## src/rtl/video_stream_receiver_if.sv

```systemverilog
`default_nettype none
// ---------------------------------------------------------------------------
// video_stream_receiver_if : Avalon-ST pixel stream plus frame buffer write port.
// Rev 1.0
// ---------------------------------------------------------------------------
interface video_stream_receiver_if #(
  parameter int DATA_W = 16,
  parameter int ADDR_W = 19
);
  logic [DATA_W-1:0] sink_data;
  logic              sink_startofpacket;
  logic              sink_endofpacket;
  logic              sink_valid;
  logic              sink_ready;
  logic              wr_stall;
  logic              wr_en;
  logic [ADDR_W-1:0] wr_addr;
  logic [DATA_W-1:0] wr_data;

  modport master (
    output sink_data, sink_startofpacket, sink_endofpacket, sink_valid, wr_stall,
    input  sink_ready, wr_en, wr_addr, wr_data
  );

  modport slave (
    input  sink_data, sink_startofpacket, sink_endofpacket, sink_valid, wr_stall,
    output sink_ready, wr_en, wr_addr, wr_data
  );
endinterface
`default_nettype wire

```

## src/rtl/video_stream_receiver.sv

```systemverilog
`default_nettype none
// ---------------------------------------------------------------------------
// video_stream_receiver : Avalon-ST video sink writing pixels linearly to a frame buffer.
// Rev 1.0
// ---------------------------------------------------------------------------
module video_stream_receiver #(
  parameter int WIDTH  = 640,
  parameter int HEIGHT = 480,
  parameter int DATA_W = 16,
  parameter int ADDR_W = 19
) (
  input  wire logic               clock,
  input  wire logic               reset,
  video_stream_receiver_if.slave  bus,
  output logic                    frame_done,
  output logic [15:0]             frame_count,
  output logic                    err_short,
  output logic                    err_long
);

  localparam logic [ADDR_W-1:0] C_LAST_PIX = ADDR_W'(WIDTH * HEIGHT - 1);

  typedef enum logic [1:0] {
    S_IDLE  = 2'd0,
    S_VIDEO = 2'd1,
    S_SKIP  = 2'd2,
    S_DRAIN = 2'd3
  } state_t;

  state_t            r_state;
  logic [ADDR_W-1:0] r_pix_cnt;
  logic              r_wr_en;
  logic [ADDR_W-1:0] r_wr_addr;
  logic [DATA_W-1:0] r_wr_data;
  logic              r_frame_done;
  logic [15:0]       r_frame_count;
  logic              r_err_short;
  logic              r_err_long;

  logic              w_ready;
  logic              w_accept;
  logic              w_sop;
  logic              w_eop;

  assign w_ready  = ~reset & ~bus.wr_stall;
  assign w_accept = bus.sink_valid & w_ready;
  assign w_sop    = bus.sink_startofpacket;
  assign w_eop    = bus.sink_endofpacket;

  assign bus.sink_ready = w_ready;
  assign bus.wr_en      = r_wr_en;
  assign bus.wr_addr    = r_wr_addr;
  assign bus.wr_data    = r_wr_data;
  assign frame_done     = r_frame_done;
  assign frame_count    = r_frame_count;
  assign err_short      = r_err_short;
  assign err_long       = r_err_long;

  always_ff @(posedge clock) begin
    if (reset) begin
      r_state       <= S_IDLE;
      r_pix_cnt     <= '0;
      r_wr_en       <= 1'b0;
      r_wr_addr     <= '0;
      r_wr_data     <= '0;
      r_frame_done  <= 1'b0;
      r_frame_count <= 16'd0;
      r_err_short   <= 1'b0;
      r_err_long    <= 1'b0;
    end else begin
      r_wr_en      <= 1'b0;
      r_frame_done <= 1'b0;
      if (w_accept) begin
        if (w_sop) begin
          // A header always restarts parsing, whatever packet was in flight.
          if (r_state == S_VIDEO) r_err_short <= 1'b1;
          if (r_state == S_DRAIN) r_err_long  <= 1'b1;
          if (bus.sink_data[3:0] == 4'd0) begin
            r_pix_cnt <= '0;
            if (w_eop) begin
              r_err_short <= 1'b1;
              r_state     <= S_IDLE;
            end else begin
              r_state     <= S_VIDEO;
            end
          end else begin
            r_state <= w_eop ? S_IDLE : S_SKIP;
          end
        end else begin
          case (r_state)
            S_VIDEO: begin
              r_wr_en   <= 1'b1;
              r_wr_addr <= r_pix_cnt;
              r_wr_data <= bus.sink_data;
              if (r_pix_cnt == C_LAST_PIX) begin
                if (w_eop) begin
                  r_frame_done  <= 1'b1;
                  r_frame_count <= r_frame_count + 16'd1;
                  r_state       <= S_IDLE;
                end else begin
                  r_state       <= S_DRAIN;
                end
              end else if (w_eop) begin
                r_err_short <= 1'b1;
                r_state     <= S_IDLE;
              end else begin
                r_pix_cnt   <= r_pix_cnt + 1'b1;
              end
            end
            S_SKIP: begin
              if (w_eop) r_state <= S_IDLE;
            end
            S_DRAIN: begin
              r_err_long <= 1'b1;
              if (w_eop) r_state <= S_IDLE;
            end
            default: begin
              r_state <= S_IDLE;
            end
          endcase
        end
      end
    end
  end

endmodule
`default_nettype wire

```

## src/flat_wrapper.sv

```systemverilog
// flat-port wrapper written by rule: the top's interface ports become plain ports
module video_stream_receiver_flat 
#(
  parameter int WIDTH  = 640,
  parameter int HEIGHT = 480,
  parameter int DATA_W = 16,
  parameter int ADDR_W = 19
)
  (clock, reset, frame_done, frame_count, err_short, err_long, bus_sink_data, bus_sink_startofpacket, bus_sink_endofpacket, bus_sink_valid, bus_wr_stall, bus_sink_ready, bus_wr_en, bus_wr_addr, bus_wr_data);
  video_stream_receiver_if #(.DATA_W(DATA_W), .ADDR_W(ADDR_W)) bus_i ();
  input  wire logic clock;
  input  wire logic reset;
  output logic frame_done;
  output logic [15:0] frame_count;
  output logic err_short;
  output logic err_long;
  input wire logic [$bits(bus_i.sink_data)-1:0] bus_sink_data;
  input wire logic [$bits(bus_i.sink_startofpacket)-1:0] bus_sink_startofpacket;
  input wire logic [$bits(bus_i.sink_endofpacket)-1:0] bus_sink_endofpacket;
  input wire logic [$bits(bus_i.sink_valid)-1:0] bus_sink_valid;
  input wire logic [$bits(bus_i.wr_stall)-1:0] bus_wr_stall;
  output wire logic [$bits(bus_i.sink_ready)-1:0] bus_sink_ready;
  output wire logic [$bits(bus_i.wr_en)-1:0] bus_wr_en;
  output wire logic [$bits(bus_i.wr_addr)-1:0] bus_wr_addr;
  output wire logic [$bits(bus_i.wr_data)-1:0] bus_wr_data;
  assign bus_i.sink_data = bus_sink_data;
  assign bus_i.sink_startofpacket = bus_sink_startofpacket;
  assign bus_i.sink_endofpacket = bus_sink_endofpacket;
  assign bus_i.sink_valid = bus_sink_valid;
  assign bus_i.wr_stall = bus_wr_stall;
  assign bus_sink_ready = bus_i.sink_ready;
  assign bus_wr_en = bus_i.wr_en;
  assign bus_wr_addr = bus_i.wr_addr;
  assign bus_wr_data = bus_i.wr_data;
  video_stream_receiver #(.WIDTH(WIDTH), .HEIGHT(HEIGHT), .DATA_W(DATA_W), .ADDR_W(ADDR_W)) u_core (.clock(clock), .reset(reset), .bus(bus_i), .frame_done(frame_done), .frame_count(frame_count), .err_short(err_short), .err_long(err_long));
endmodule
```

## config.mk

```make
export PLATFORM = sky130hd
export DESIGN_NAME = video_stream_receiver_flat
export DESIGN_NICKNAME = d
export VERILOG_FILES = /design/src/rtl/video_stream_receiver_if.sv /design/src/rtl/video_stream_receiver.sv /design/src/flat_wrapper.sv
export SDC_FILE = /design/constraint.sdc
export NUM_CORES = 1
export LEC_CHECK = 0
export CAP_MARGIN = 20
export CORE_UTILIZATION = 49
export DETAILED_ROUTE_END_ITERATION = 6
export PLACE_DENSITY_LB_ADDON = 0.2
export SLEW_MARGIN = 25
export SYNTH_ARGS = -nofsm -noshare
export SYNTH_HDL_FRONTEND = slang
export SYNTH_SLANG_ARGS = --single-unit
```

## constraint.sdc

```tcl
create_clock -name clock -period 3.95 [get_ports clock]
set_input_delay 0.79 -clock clock [delete_from_list [all_inputs] [get_ports clock]]
set_output_delay 0.79 -clock clock [all_outputs]
set_load 0.05 [all_outputs]
```

Word level (Yosys, flattened, before mapping) --
Cells that the tools add are included.
Operators by class: add/sub/neg operators 2, equality and inequality tests 7, multiplexer cells 22, bitwise logic cells 8, reduce and logical (&&, ||, !) cells 11
Operator list (count):
- two-way mux 19 bit | 5
- adder 19 x 1 -> 19 bit, second input constant | 1
- equality test 19 bit, second input constant | 1
- adder 16 x 1 -> 16 bit, second input constant | 1
- two-way mux 2 bit | 6
- two-way mux 1 bit | 10
- AND reduction 5 bit | 2
- inverter 1 bit | 6
- OR reduction 5 bit | 1
- equality test 2 bit, second input constant | 2
- logical NOT 4 bit | 1
- != test 2 bit, second input constant | 2
- one-hot mux 2 bit (2 select lines) | 1
- AND reduction 4 bit | 1
- nonzero test 2 bit | 2
- AND reduction 3 bit | 1
- OR reduction 3 bit | 1
- bitwise AND 1 bit | 2
- equality test 2 x 1 -> 1 bit, second input constant | 1
- != test 2 x 1 -> 1 bit, second input constant | 1
- AND reduction 2 bit | 1
- OR reduction 2 bit | 1
Storage, ports and cells: flip-flop bits (word level) 76, input port bits 22, output and inout bits 56, word-level logic and storage cells 59

Depth between registers and ports, before layout --
depth after elaboration 5, gate-level depth with buffers 8, gate-level depth less buffers 6

Worst setup path before layout --
Ideal clock, no wire load.
path kind input to register, start point in reset, end point reg u_core.r_frame_count[14], in the netlist u_core.frame_count[14], library setup time 0.070 ns, data arrival time 2.913 ns, data required time 3.880 ns, setup slack 0.967 ns, stages on the path 6, buffers on the path 1, cells stage by stage buf_6 or3b_1 or4_4 or4_4 or4_1 a21oi_1
Between the ends: word-level cells in the longest chain between the ends 4
Ends and longest elaborated chain:
- from (decl) | RTL line flat_wrapper.sv:12 | input wire logic reset;
- inverter 1 bit | RTL line video_stream_receiver.sv:45 | assign w_ready = ~reset & ~bus.wr_stall;
- bitwise AND 1 bit | RTL line video_stream_receiver.sv:45
- bitwise AND 1 bit | RTL line video_stream_receiver.sv:46 | assign w_accept = bus.sink_valid & w_ready;
- AND reduction 5 bit (no line)
- to (signal assigned) | RTL line video_stream_receiver.sv:98 | r_frame_count <= r_frame_count + 16'd1;
- to (decl) | RTL line video_stream_receiver.sv:36 | logic [15:0] r_frame_count;
Parallel ways exist; a longest one is shown, timed or not. A chain may end at the register's enable or synchronous reset.

Worst setup path in the final report --
start point in bus_wr_stall, end point reg u_core.r_frame_count[14], in the netlist u_core.frame_count[14]
Between the ends: word-level cells in the longest chain between the ends 4
Ends and longest elaborated chain:
- from (decl) | RTL line flat_wrapper.sv:21 | input wire logic [$bits(bus_i.wr_stall)-1:0] bus_wr_stall;
- inverter 1 bit | RTL line video_stream_receiver.sv:45
- bitwise AND 1 bit | RTL line video_stream_receiver.sv:45
- bitwise AND 1 bit | RTL line video_stream_receiver.sv:46
- AND reduction 5 bit (no line)
Every way passes these cells.

==> metrics.md <==
| Metric | Value |
|---|---|
| PwrDens | `321 nW/um^2` |
| CP cell instances | `clkdlybuf4s50_1, or3b_1, or4_4, or4_4, or4_1, a21oi_1` |
| Final core utilization | `0.661` |
| Final setup fails | `0` |
| Fmax | `311 MHz` |
| Routed vias/inst | `5.65` |
| Buffers & Inverters on Critical Path | `1` |
| Max Slew Vio Count | `0` |
| Dpl hpwl | `5220 um` |
| Seq pwr share | `0.569` |
| Max Cap Viol | `0` |
| Internal power | `0.00105 W` |
| Hold Path Depth | `2` |
| LEAKAGE | `1.31 nW` |
| Slew at the pin closest to its max-slew limit | `965 ps` |
| Syn nets | `429` |
| Worst setup path class | `input port to flop` |
| Total power | `0.00135 W` |
| Worst skew pair latency | `340 ps` |
| Cell mode on critical path | `or4_4` |
| Post-synth top area share | `0.471` |
| RSZ-0062 raised after global routing | `false` |
| Synth top cells by count | `nand2_1, dfxtp_1, a21oi_1` |
| Synthesized area per cell | `7.98 sq um` |
| Largest net degree at the start of global routing | `62` |
| Layout cells sized above 1 | `0.0544` |
| Net count, final | `498` |
| Area growth, synth to finish | `29.9%` |
| Reg2reg end | `u_core.frame_count[13]` |
| Period utilisation layout | `0.814` |
| I/O pin count | `78` |
| Register-to-register setup slack | `1580 ps` |
| Arrival time worst endpoint | `3490 ps` |
| Largest area contributor in the netlist | `dfxtp_1` |
| Share of the yosys chip area belonging to registers | `0.471` |
| ANT cells | `0` |
| GRT Util Overall | `0.227` |
| Peak supply drop | `0.233 mV` |
| Hold Vio Cnt, Final | `0` |
| CTS Buf Count | `9` |
| Longest Clk Path Bufs | `2` |
| Area contributors post-synth | `dfxtp_1, nand2_1, a21oi_1, or3_1, o21ai_0` |
| Setup ws final | `734 ps` |
| Vias in the first global route | `2901` |
| Psw | `0.000300 W` |
| Vias after detailed routing | `3134` |
| Post-CTS sizing | `0` |
| Die Y | `83.2 um` |
| FF+latch count, synth | `76` |
| Clk_skew | `12.2 ps` |
| Pre-CTS setup slack | `377 ps` |
| FFs w/ async S/R, synth | `0` |
| Core Box Area | `6350 sq um` |
| Max_slew headroom | `0.353` |
| Antenna violations before repair | `0` |
| GRT Residual Overflow | `0` |
| Number of synthesized flops with an enable pin | `0` |
| Design area | `4200 sq um` |
| IO buf count | `77` |
| Worst r2r path cells | `5` |
| Min-Delay Path Class | `flop to flop` |
| Synthesized area | `3230 sq um` |
| Num Clock Sinks | `76` |
| Wirelength, routed | `7700 um` |
| Element type at the critical path end | `flop` |
| Top FF cell, synth | `dfxtp_1` |
| # hold bufs at CTS | `0` |
| Placed cell area | `4020 sq um` |
| Cells after synthesis | `405` |
| CTS tree | `yes` |
| Synthesis Warnings | `0` |
| Die Wd | `83.2 um` |
| Status | `finished clean` |
| Initial Utilization | `0.509` |
| Gpl congestion | `0.816` |
| Final Critical Period | `3220 ps` |
| DRT iter0 DRCs | `179` |
| Hold Crit Endpoint | `u_core.bus.wr_data[1]` |
| Clock network power share | `0.394` |
| Synth cell types | `40` |
| Drt pass-1 iters | `5` |
| CP delay by family, top | `simple AND/OR/NAND/NOR gates` |
| Worst EP required | `4220 ps` |
| Drc violations | `0` |
| Sw Ratio | `0.223` |
| CTS root buf | `clkbuf_8` |
| Most frequent cell after synthesis | `nand2_1` |
| Post-DRT Antenna Nets | `0` |
| Wire per inst | `13.9 um` |
| Worst-path fanout max | `12` |
| Die ar. | `6930 sq um` |
| CP startpoint kind | `input port` |
| Htree depth | `3` |
| Hold path startpoint | `u_core.bus.wr_data[1]` |
| Crit path max-delay cell type | `or4_4` |
| Total setup buffers inserted after CTS | `0` |
| Clock transition at the registers of the reported paths | `80 ps` |
| RR Startpoint | `u_core.r_pix_cnt[14]` |
| Number of placement rows | `29` |
| Share of power burned in combinational logic | `0.037` |
| Setup TNS | `0 ps` |
| Worst path max stage delay | `610 ps` |
| First-pass GRT wire length | `12900 um` |
-- worst register-to-register path, delay by kind of cell (launching register included) --
kind,cells,cell delay [ps]
simple gates,4,1780
flops,1,370
compound gates,1,150
-- cell usage in the layout, fill, tap and decap left out, types with 2 or more instances in the layout --
cell / synthesis / routed
clkinvlp_4: 0 / 2
nor3_1: 7 / 7
o211ai_1: 6 / 6
nand3_1: 13 / 13
clkbuf_8: 0 / 11
or4_4: 3 / 3
mux2i_1: 2 / 2
o31ai_1: 3 / 3
ha_1: 2 / 2
or2_2: 3 / 3
nand2_1: 88 / 88
nand2b_1: 2 / 2
xnor2_1: 6 / 6
dfxtp_1: 76 / 76
o21ai_0: 22 / 22
and4_1: 3 / 3
or3_1: 21 / 21
or4_1: 9 / 9
inv_1: 8 / 8
buf_4: 0 / 4
a31oi_1: 3 / 3
a21oi_1: 57 / 57
nor4_1: 2 / 2
nand4_1: 11 / 11
clkdlybuf4s50_1: 0 / 76
and3_1: 2 / 2
nor2_1: 19 / 19
clkinv_2: 0 / 2
nor4b_1: 2 / 2
-- per-stage QoR --
| step | hold slack (ps) | instances |
|---|---|---|
| 4_1_cts | 457 | 555 |
| 6_report | 455 | 555 |
| 3_3_place_gp | 441 | 540 |
| 3_5_place_dp | 447 | 540 |
| 5_1_grt | 471 | 555 |
| 2_1_floorplan | 449 | 405 |
-- worst max-delay path by stage --
stage | start | endpoint | depth (start not counted)
6_report | bus_wr_stall | u_core.frame_count[14] | 6
5_1_grt | bus_wr_stall | u_core.frame_count[13] | 6
4_1_cts | bus_wr_stall | u_core.frame_count[14] | 6
3_5_place_dp | bus_wr_stall | u_core.frame_count[14] | 6
3_3_place_gp | bus_wr_stall | u_core.frame_count[14] | 6
2_1_floorplan | reset | u_core.frame_count[14] | 6
-- area by class of cell --
type / count / area, sq um
Clock inverter: 4 / 25.0
Sequential cell: 76 / 1520
Fill cell: 541 / 2150
Inverter: 9 / 33.8
Timing Repair Buffer: 81 / 796
Multi-Input combinational cell: 297 / 1580
Tap cell: 77 / 96.3
Clock buffer: 11 / 151
-- layer usage --
| layer | wire [um] | global-route usage |
|---|---|---|
| met3 | 324 | 0.0408 |
| met4 | 98 | 0.0909 |
| met2 | 3770 | 0.385 |
| met1 | 3510 | 0.285 |
| met5 | 0 | 0 |
-- power groups by stage --
stage	clock (W)	sequential, W	combinational (W)
5_1_grt	0.000577	0.000766	0.0000534
3_5_place_dp	0	0.000784	0.0000491
3_3_place_gp	0	0.000784	0.0000484
2_1_floorplan	0	0.000784	0.0000214
4_1_cts	0.000540	0.000766	0.0000495
6_report	0.000531	0.000766	0.0000497
-- state kept, by name (all words and copies together), names as in the netlist --
signal and cells:
u_core.bus.wr_addr 19, u_core.r_pix_cnt 19, u_core.bus.wr_data 16, u_core.frame_count 16, u_core.r_state 2, u_core.bus.wr_en 1, u_core.err_long 1, u_core.err_short 1
u_core.frame_done 1
-- kinds of logic after synthesis --
logic type | Yosys count | share of synthesized area
flops | 76 | 0.471
simple gates | 190 | 0.293
mux | 2 | 0.00619
xor+xnor | 6 | 0.0163
compound gates | 97 | 0.164
buf+inv | 32 | 0.0422
fa+ha+maj | 2 | 0.00774
Note: power is estimated with default switching activity, not from simulation.
==> RTL change, RTL diff (same settings) <==
`ADDR_W` is set to 19 in 3 places; all go to 38.
--- a/src/rtl/video_stream_receiver_if.sv
+++ b/src/rtl/video_stream_receiver_if.sv
@@ -5,7 +5,7 @@
 // ---------------------------------------------------------------------------
 interface video_stream_receiver_if #(
   parameter int DATA_W = 16,
-  parameter int ADDR_W = 19
+  parameter int ADDR_W = 38
 );
   logic [DATA_W-1:0] sink_data;
   logic              sink_startofpacket;
--- a/src/rtl/video_stream_receiver.sv
+++ b/src/rtl/video_stream_receiver.sv
@@ -7,7 +7,7 @@
   parameter int WIDTH  = 640,
   parameter int HEIGHT = 480,
   parameter int DATA_W = 16,
-  parameter int ADDR_W = 19
+  parameter int ADDR_W = 38
 ) (
   input  wire logic               clock,
   input  wire logic               reset,
--- a/src/flat_wrapper.sv
+++ b/src/flat_wrapper.sv
@@ -4,7 +4,7 @@
   parameter int WIDTH  = 640,
   parameter int HEIGHT = 480,
   parameter int DATA_W = 16,
-  parameter int ADDR_W = 19
+  parameter int ADDR_W = 38
 )
   (clock, reset, frame_done, frame_count, err_short, err_long, bus_sink_data, bus_sink_startofpacket, bus_sink_endofpacket, bus_sink_valid, bus_wr_stall, bus_sink_ready, bus_wr_en, bus_wr_addr, bus_wr_data);
   video_stream_receiver_if #(.DATA_W(DATA_W), .ADDR_W(ADDR_W)) bus_i ();
Ports: changed (resized bus_wr_addr); port bits go from 78 to 97. The function was not compared with the original's and may differ.
==> RTL change against the unedited design <==
Worst setup slack gained 0.16 ns. Area after synthesis up 52%. Largest power group is now the clock network. Sequential cell count increased by 38. Total power up 83%. Cell area rose by 54%. Critical endpoint is now u_core.r_pix_cnt[37]$_SDFFE_PP0P_. Wire length is 54% higher. Synthesized cell count grew 51%. Die area up 51%.
==> RTL change: results (changes against the unedited design) <==
status: "finished clean"  # unchanged
cp-endpoint: "u_core.r_pix_cnt[37]$_SDFFE_PP0P_"  # was u_core.frame_count[14]$_SDFFE_PP0P_
insertion_delay_ns: 0.51  # was 0.34 ns
p_leak_nw: 2.04  # was 1.31 nW
final_nets: 725  # was 498
peakVddDrop_mv: 0.292  # was 0.233 mV
dp_hpwl_microns: 8180  # was 5220 microns
wl_per_cell_microns: 14.0  # was 13.9 microns
syn_avg_cell_area_sq_um: 8.05  # was 7.98 sq um
final_area_sq_um: 6490  # was 4200 sq um
regToRegStartpoint: "u_core.r_pix_cnt[0]$_SDFFE_PP0P_"  # was u_core.r_pix_cnt[14]$_SDFFE_PP0P_
synth_commonest_cells: "nand2_1 (120), dfxtp_1 (114), a21oi_1 (99), nor2_1 (27)"  # was nand2_1 (88), dfxtp_1 (76), a21oi_1 (57), o21ai_0 (22), or3_1 (21)
port_buffers: 96  # was 77
dp.cells: 815  # was 540
dpl_cell_area_sq_um: 5990  # was 4020 sq um
avgViaCountPerCell: 5.63  # was 5.65
seq_area_frac_synth: 0.464  # was 0.471
min_period_ns: 3.06  # was 3.22 ns
gp_congestion: 0.824  # was 0.816
reg2reg_depth: 6  # was 5
crit_start: "bus_sink_startofpacket"  # was bus_wr_stall
numCtsBuffers: 17  # was 9
fillerInstances: 814  # was 541
dp_slack_ns: 0.492  # was 0.377 ns
synth_area_leaders: "dfxtp_1 (46%), a21oi_1 (10%), nand2_1 (9.2%)"  # was dfxtp_1 (47%), nand2_1 (10%), a21oi_1 (8.8%)
cts.clk_slew.worst_paths_ns: 0.05  # was 0.08 ns
drt_wl_total_microns: 11900  # was 7700 microns
grt.total_usage: 0.233  # was 0.227
ys_types: 46  # was 40
worstReg2RegEnd: "u_core.frame_count[13]$_SDFFE_PP0P_"  # unchanged
first_pass_iters: 6  # was 5
cts_htree_levels: 4  # was 3
drt_iter0_markers: 178  # was 179
grt_max_degree: 55  # was 62
drive_gt1_frac: 0.0827  # was 0.0544
## RTL change: worst max-delay path: stages
cell and delay (ns):
clkdlybuf4s50_1 0.71, nor4bb_1 0.44, a32o_1 0.34, buf_4 0.24, nand4_1 0.33, or3_1 0.47, a21oi_1 0.16
## RTL change: power by group
part / internal, mW / leakage [nW] / switching [mW]
Sequential: 1.15 / 0.918 / 0.000535
Clock: 0.752 / 0.239 / 0.508
Combinational: 0.0249 / 0.881 / 0.0335
Total: 1.93 / 2.04 / 0.542
## RTL change: final cells by class
| cell class | count | share of cell area |
|---|---|---|
| clock inverter | 12 | 0.0108 |
| inverter | 12 | 0.00694 |
| sequential | 114 | 0.352 |
| timing repair buffer | 107 | 0.162 |
| tap | 133 | 0.0257 |
| multi-input combinational | 449 | 0.378 |
| clock buffer | 19 | 0.0650 |
## RTL change: metal layers
metal / vias up / GRT usage / part of all wire
li1: 2370 / - / -
met1: 2225 / 0.277 / 0.43
met2: 151 / 0.399 / 0.49
met3: 20 / 0.0691 / 0.065
met4: 0 / 0.0846 / 0.014
met5: - / 0 / 0
## RTL change: how the worst min path moves through the flow
stage | start | endpoint | slack (ns) | depth (start not counted)
3_3_place_gp | u_core.bus.wr_data[11]$_SDFFE_PP0P_ | u_core.bus.wr_data[11]$_SDFFE_PP0P_ | 0.44 | 2
6_report | u_core.bus.wr_addr[35]$_SDFFE_PP0P_ | u_core.bus.wr_addr[35]$_SDFFE_PP0P_ | 0.45 | 2
2_1_floorplan | u_core.r_pix_cnt[8]$_SDFFE_PP0P_ | u_core.bus.wr_addr[8]$_SDFFE_PP0P_ | 0.45 | 2
4_1_cts | u_core.bus.wr_addr[37]$_SDFFE_PP0P_ | u_core.bus.wr_addr[37]$_SDFFE_PP0P_ | 0.45 | 2
5_1_grt | u_core.bus.wr_addr[13]$_SDFFE_PP0P_ | u_core.bus.wr_addr[13]$_SDFFE_PP0P_ | 0.47 | 2
3_5_place_dp | u_core.bus.wr_addr[37]$_SDFFE_PP0P_ | u_core.bus.wr_addr[37]$_SDFFE_PP0P_ | 0.45 | 2
## RTL change: logic make-up after synthesis
kind of cell	Yosys count	share of synthesized area
AOI/OAI and AO/OA	148	0.164
adders and majority gates	2	0.00509
muxes	4	0.00890
xor gates and xnor gates	8	0.0142
and+or+nand+nor	287	0.304
buffers and inverters	48	0.0394
DFF	114	0.464
## RTL change: per-stage QoR
| stage | hold slack (ns) | total power [mW] |
|---|---|---|
| 4_1_cts | 0.454 | 2.49 |
| 5_1_grt | 0.471 | 2.55 |
| 6_report | 0.451 | 2.47 |
| 2_1_floorplan | 0.449 | 1.20 |
| 3_5_place_dp | 0.446 | 1.23 |
| 3_3_place_gp | 0.441 | 1.23 |
